[src/rtl/mux8_pkg.sv]
// Shared constants for the registered 8:1 lane-wise selector.
package mux8_pkg;

  localparam int DEF_WIDTH = 4;

  localparam logic [2:0] SEL_A = 3'd0;
  localparam logic [2:0] SEL_B = 3'd1;
  localparam logic [2:0] SEL_C = 3'd2;
  localparam logic [2:0] SEL_D = 3'd3;
  localparam logic [2:0] SEL_E = 3'd4;
  localparam logic [2:0] SEL_F = 3'd5;
  localparam logic [2:0] SEL_G = 3'd6;
  localparam logic [2:0] SEL_H = 3'd7;

endpackage

[src/rtl/mux2_cell.sv]
// 2:1 lane-wise selector cell; purely combinational, no backpressure.
module mux2_cell
  import mux8_pkg::*;
#(
  parameter int WIDTH = DEF_WIDTH
) (
  input  logic [WIDTH-1:0] in0,
  input  logic [WIDTH-1:0] in1,
  input  logic             sel,
  output logic [WIDTH-1:0] y
);

  assign y = sel ? in1 : in0;

endmodule

[src/rtl/mux8_reg.sv]
// Registered 8:1 lane-wise selector built from a three-level 2:1 tree.
// One cycle latency; accepts a word every cycle, no backpressure.
module mux8_reg
  import mux8_pkg::*;
#(
  parameter int WIDTH = DEF_WIDTH
) (
  input  logic             clk,
  input  logic             rst,
  input  logic [WIDTH-1:0] a,
  input  logic [WIDTH-1:0] b,
  input  logic [WIDTH-1:0] c,
  input  logic [WIDTH-1:0] d,
  input  logic [WIDTH-1:0] e,
  input  logic [WIDTH-1:0] f,
  input  logic [WIDTH-1:0] g,
  input  logic [WIDTH-1:0] h,
  input  logic             s0,
  input  logic             s1,
  input  logic             s2,
  input  logic             in_valid,
  output logic [WIDTH-1:0] out,
  output logic             out_valid
);

  logic [WIDTH-1:0] ab_y, cd_y, ef_y, gh_y;
  logic [WIDTH-1:0] lo_y, hi_y, sel_y;
  logic [WIDTH-1:0] out_q, out_d;
  logic             vld_q, vld_d;

  mux2_cell #(.WIDTH(WIDTH)) u_ab (.in0(a), .in1(b), .sel(s0), .y(ab_y));
  mux2_cell #(.WIDTH(WIDTH)) u_cd (.in0(c), .in1(d), .sel(s0), .y(cd_y));
  mux2_cell #(.WIDTH(WIDTH)) u_ef (.in0(e), .in1(f), .sel(s0), .y(ef_y));
  mux2_cell #(.WIDTH(WIDTH)) u_gh (.in0(g), .in1(h), .sel(s0), .y(gh_y));

  mux2_cell #(.WIDTH(WIDTH)) u_lo (.in0(ab_y), .in1(cd_y), .sel(s1), .y(lo_y));
  mux2_cell #(.WIDTH(WIDTH)) u_hi (.in0(ef_y), .in1(gh_y), .sel(s1), .y(hi_y));

  mux2_cell #(.WIDTH(WIDTH)) u_top (.in0(lo_y), .in1(hi_y), .sel(s2), .y(sel_y));

  // Data holds when idle; only the valid flag drops.
  always_comb begin
    out_d = out_q;
    vld_d = in_valid;
    if (in_valid) begin
      out_d = sel_y;
    end
  end

  always_ff @(posedge clk) begin
    if (rst) begin
      out_q <= '0;
      vld_q <= 1'b0;
    end else begin
      out_q <= out_d;
      vld_q <= vld_d;
    end
  end

  assign out       = out_q;
  assign out_valid = vld_q;

endmodule

[config.mk]
export PLATFORM = sky130hd
export DESIGN_NAME = mux8_reg
export DESIGN_NICKNAME = d
export VERILOG_FILES = /design/src/rtl/mux8_pkg.sv /design/src/rtl/mux2_cell.sv /design/src/rtl/mux8_reg.sv
export SDC_FILE = /design/constraint.sdc
export NUM_CORES = 1
export LEC_CHECK = 0
export CAP_MARGIN = 20
export CORE_MARGIN = 10
export CORE_UTILIZATION = 30
export CTS_CLUSTER_DIAMETER = 50
export DETAILED_ROUTE_END_ITERATION = 8
export PLACE_DENSITY = 0.85
export SYNTH_ARGS = -nofsm -noshare
export SYNTH_HDL_FRONTEND = slang
export SYNTH_HIERARCHICAL = 1
export SYNTH_SLANG_ARGS = --single-unit
[constraint.sdc]
create_clock -name clk -period 1.8 [get_ports clk]
set_input_delay 0.27 -clock clk [delete_from_list [all_inputs] [get_ports clk]]
set_output_delay 0.27 -clock clk [all_outputs]
set_load 0.005 [all_outputs]
==> results.cfg, run 1 <==
[worst_setup_path]
worstSetupStartpointType = input pin
critPathRequiredTime_ns = 1.92
path_max_fanout = 8
arrival_ns = 1.74
path_cells = dlygate4sd2_1 -> buf_6 -> mux2_2 -> mux2_2 -> mux2_2 -> mux2i_1 -> nor2_1
cpPeakStageDelay_ns = 0.33
cpMaxStageDelayCell = mux2_2
crit_top_cell = mux2_2
crit_type = input pin to flip-flop
end_kind = flip-flop

[clock_tree]
post-cts-setup-buffers = 0
h-tree-depth = 1
clock_sinks = 5
cts-root-buf = clkbuf_4
cts_hold_buf = 0
clkTransAtPathRegs_ns = 0.04
numCtsBuffers = 3
cts_tree = built
cts.path.max_buffers = 2
clk_latency_ns = 0.24

[layout]
final_nets = 131
antenna_cells = 0
area_growth_pct = 101
drive_gt1_frac = 0.380
final_util = 0.643

[global_route]
grt_overflow = 0
grt_pass1_wl_um = 2720
grt_use_total = 0.0975
grt_pass1_vias = 596
grt_start_max_net_pins = 9
grt_antenna_before_repair = 0

[detailed_routing]
wl_per_cell_um = 16.2
avgViaCountPerCell = 4.66
drt-total-wl_um = 1750
num_vias = 503
drc = 0
drtPass1Iterations = 2
drt_iter0_drc = 5
drtAntennaViolNets = 0

[power]
vdd_drop_max_mv = 0.292
leakagePower_nw = 0.385
powerDensity_mw_per_mm2 = 459

[floorplanning]
die_x_um = 60.3
fp.dieH_um = 60.3
core_mm2 = 0.00152
start_util = 0.320
rows = 14
ios = 43
dieArea_mm2 = 0.00364

[synthesis]
synth_top_cells_by_area = mux2_2 65%, dfxtp_1 21%, mux2i_1 8.2%
ys_ff_latch = 5
synth.avg_cell_area_um2 = 11.3
synthAdderAreaFrac = 0
syn_nets = 81
synth_top_family_by_area = multiplexers
synth_cells = 43
ys_seq_area_frac = 0.205
synth_top_area_frac = 0.646
ys_types = 6
synth_xor_area_frac = 0
ys_warn_count = 6
yosysTopAreaCell = mux2_2
synthSimpleGateAreaFrac = 0.0436
synth_mux_area_frac = 0.728
synth_area_um2 = 488
synth_compound_area_frac = 0

[timing]
relSlewSlack = 0.827
finalMaxSlewViolations = 0
tightestPinTransition_ns = 0.259
final_hold_viol_count = 0
fmax_ghz = 0.619
fin_crit_sh = 0.898
setup_tns_ns = 0
clock_skew_ns = 0
layout_min_cycle_time_ns = 1.62
rsz0062_at_grt = false
setup_violations = 0

[place]
gp_congestion = 0.739
hpwl_um = 1510
place.port_buffers = 42

[outcome]
outcome = complete, no violations

[hold_path]
hold_path.class = flip-flop to flip-flop

[run]
cap_violations = 0
metal layers:
layer,global-route usage,up-vias,wire (µm)
met5,0,-,0
met4,0.0385,0,0
met3,0.0626,0,251
met2,0.166,27,825
met1,0.0920,217,670
li1,-,259,-
cell type report:
| cell class | count | area (µm²) |
|---|---|---|
| clock buffer | 4 | 26.3 |
| fill | 126 | 544 |
| multi-input combinational | 37 | 377 |
| sequential | 5 | 100 |
| tap | 16 | 20.0 |
| timing repair buffer | 46 | 457 |
layout by cell type, fill, tap and decap left out:
cell type	n
clkbuf_1	1
nor2b_1	1
mux2i_1	4
clkdlybuf4s50_1	41
dfxtp_1	5
clkbuf_4	3
buf_6	2
mux2_2	28
nor2_1	4
dlygate4sd2_1	1
buf_4	2
cell families after synthesis:
group / count (synthesis)
mux: 32
flops: 5
simple gates: 5
buf+inv: 1
power breakdown:
| part | leakage (nW) | internal, W | switching [W] |
|---|---|---|---|
| Clock | 0.0150 | 0.0000837 | 0.0000440 |
| Sequential | 0.0414 | 0.000120 | 0.00000420 |
| Combinational | 0.329 | 0.000148 | 0.0000500 |
metrics by stage:
step                      instance area (µm²)  hold slack [ns]  power, W  std cells  setup WS [ns]
final                                     980            0.497  0.000450        108          0.184
after global placement                    947            0.473  0.000319        104         -0.265
after detailed placement                  947            0.486  0.000324        104         -0.342
after CTS                                 980            0.500  0.000460        108          0.185
after floorplan                           488            0.342  0.000202         43          0.455
after global routing                      980            0.543  0.000480        108          0.109
registers in the layout, summed over array words and instances (netlist names):
name and count:
out 4, out_valid 1
worst max-delay path: cells and delay by family:
kind | cells | cell delay, ns
multiplexers | 4 | 1.00
AND/OR/NAND/NOR | 1 | 0.06
buffers and inverters | 2 | 0.40
cell usage after synthesis:
master   count
mux2i_1      4
mux2_2      28
dfxtp_1      5
buf_6        1
nor2_1       4
nor2b_1      1
repair_timing:
item                                    in CTS  in global routing
hold endpoints to repair                     0                  0
resized for setup                            3                  0
endpoints found under the setup margin       4                  0
path summary, 6_finish.rpt:
kind                            slack [ns]             endpoint  cells past startpoint                 from
worst max-delay path                  0.18  out[2]$_SDFFE_PP0P_                      7                   s0
worst min-delay path                  0.50  out[3]$_SDFFE_PP0P_                      2  out[3]$_SDFFE_PP0P_
worst max register to register        1.18  out[2]$_SDFFE_PP0P_                      2  out[2]$_SDFFE_PP0P_
worst min register to register        0.50  out[3]$_SDFFE_PP0P_                      2  out[3]$_SDFFE_PP0P_
Note: power is estimated with default switching activity, not from simulation.
==> run 2, diff against run 1 <==
==> constraint.sdc (replaced) <==
create_clock -name clk -period 1.8 [get_ports clk]
set_input_delay 0.45 -clock clk [delete_from_list [all_inputs] [get_ports clk]]
set_output_delay 0.45 -clock clk [all_outputs]
set_load 0.005 [all_outputs]
==> run 2 against run 1 <==
Global-route usage stayed put. Non-clock buffer count stayed put. Routed wire length is 1.8% higher. Largest power group unchanged. Critical path type unchanged.
==> results.cfg, run 2 (synthesis results as in run 1) <==
[global_route]
grt_use_total = 0.0975
grt_antenna_before_repair = 0
grt_start_max_net_pins = 9
grt_pass1_wl_um = 2720
grt_overflow = 0
grt_pass1_vias = 596

[power]
vdd_drop_max_mv = 0.292
power.total_w = 0.000451
switching_power_w = 0.0000988
leakagePower_nw = 0.394
p_seq_frac = 0.276
powerDensity_mw_per_mm2 = 459
combPwrFrac = 0.441
cell_internal_pwr_w = 0.000352
p_sw_frac = 0.219
pwr-share-clk = 0.283

[timing]
rsz0062_at_grt = false
layout_min_cycle_time_ns = 1.72
relSlewSlack = 0.827
tightestPinTransition_ns = 0.259
fin_crit_sh = 0.956
fmax_ghz = 0.581
setup_tns_ns = 0
finalMaxSlewViolations = 0
final_hold_viol_count = 0
setup_violations = 0
clock_skew_ns = 0
holdWs_ns = 0.497

[detailed_routing]
avgViaCountPerCell = 4.67
drt_iter0_drc = 2
wl_per_cell_um = 16.5
drtPass1Iterations = 2
num_vias = 504
drc = 0
drt-total-wl_um = 1780
drtAntennaViolNets = 0

[hold_path]
hold_depth = 2
hold_path_end = out[3]$_SDFFE_PP0P_
hold_path_startpoint = out[3]$_SDFFE_PP0P_
hold_path.class = flip-flop to flip-flop

[floorplanning]
fp.dieH_um = 60.3
dieArea_mm2 = 0.00364
die_x_um = 60.3
ios = 43
core_mm2 = 0.00152
rows = 14
start_util = 0.320

[clock_tree]
cts-root-buf = clkbuf_4
numCtsBuffers = 3
cts_tree = built
clk_latency_ns = 0.24
post-cts-setup-buffers = 0
clkTransAtPathRegs_ns = 0.04
clock_sinks = 5
h-tree-depth = 1
cts.path.max_buffers = 2

[worst_setup_path]
cp_num_buf_inv = 1
path_max_fanout = 1
cpMaxStageDelayCell = clkdlybuf4s50_1
path_cells = clkdlybuf4s50_1 -> mux2_2 -> mux2_2 -> mux2_2 -> mux2i_1 -> nor2_1
rr_endpoint = out[2]$_SDFFE_PP0P_
crit_top_cell = mux2_2
cpPeakStageDelay_ns = 0.41
arrival_ns = 1.84
worstSetupStartpointType = input pin
reg2reg_depth = 2
critPathRequiredTime_ns = 1.92
r2r_slack_ns = 1.18
crit_type = input pin to flip-flop
end_kind = flip-flop
path_depth = 6
r2r_start = out[2]$_SDFFE_PP0P_
critPathTopFamily = multiplexers

[run]
cap_violations = 0

[place]
hpwl_um = 1510
placed_area_um2 = 947
place.port_buffers = 42
gp_congestion = 0.739

[layout]
stdcell_area_um2 = 982
fillCellCount = 127
antenna_cells = 0
final_cell_mix = 40 x clkdlybuf4s50_1, 28 x mux2_2, 5 x dfxtp_1
largest_register_ffs = 4
mostFrequentLayoutCell = clkdlybuf4s50_1
drive_gt1_frac = 0.391
area_growth_pct = 101
final_nets = 131

[outcome]
outcome = complete, no violations
==> run 2: power groups by stage <==
| stage | Clock (W) | Combinational [W] | Sequential (W) |
|---|---|---|---|
| floorplan | 0 | 0.0000755 | 0.000127 |
| global placement | 0 | 0.000194 | 0.000126 |
| detailed placement | 0 | 0.000198 | 0.000126 |
| CTS | 0.000135 | 0.000201 | 0.000124 |
| global route | 0.000140 | 0.000215 | 0.000126 |
| finish | 0.000128 | 0.000199 | 0.000124 |
==> run 2: area by class of cell <==
type | count | area, µm² | area share
timing repair buffer | 46 | 459 | 0.468
tap | 16 | 20.0 | 0.0204
multi-input combinational | 37 | 377 | 0.383
clock buffer | 4 | 26.3 | 0.0268
sequential | 5 | 100 | 0.102
==> run 2: worst register-to-register path: stages (launching register included) <==
cell and delay [ns]:
dfxtp_1 0.31, mux2i_1 0.13, nor2_1 0.06
==> run 2: what timing repair did <==
item | 4_1_cts | 5_1_grt
resized for setup | 3 | 4
setup endpoints to repair | 4 | 4
hold endpoints to repair | 0 | 0
hold buffers | 0 | 0
==> run 2: routing by layer <==
metal  vias up  wire [µm]  GRT usage
met5         -          0          0
met4         0          0     0.0385
met3         0        232     0.0626
met2        27        860      0.166
met1       218        685     0.0920
li1        259          -          -
==> run 2: metrics by stage <==
step,util,setup WS [ns],std cells
floorplan,-,0.275,43
finish,0.644,0.0798,108
CTS,0.643,0.00523,108
detailed placement,0.622,-0.522,104
global route,0.644,0.00848,108
global placement,0.622,-0.445,104
==> run 2: how the worst max path moves through the flow <==
| stage | to | slack (ns) | startpoint |
|---|---|---|---|
| 2_1_floorplan | out[0]$_SDFFE_PP0P_ | 0.27 | s0 |
| 3_3_place_gp | out[2]$_SDFFE_PP0P_ | -0.45 | s0 |
| 3_5_place_dp | out[2]$_SDFFE_PP0P_ | -0.52 | s0 |
| 4_1_cts | out[2]$_SDFFE_PP0P_ | 0.005 | s0 |
| 5_1_grt | out[2]$_SDFFE_PP0P_ | 0.008 | a[2] |
| 6_report | out[2]$_SDFFE_PP0P_ | 0.08 | a[2] |
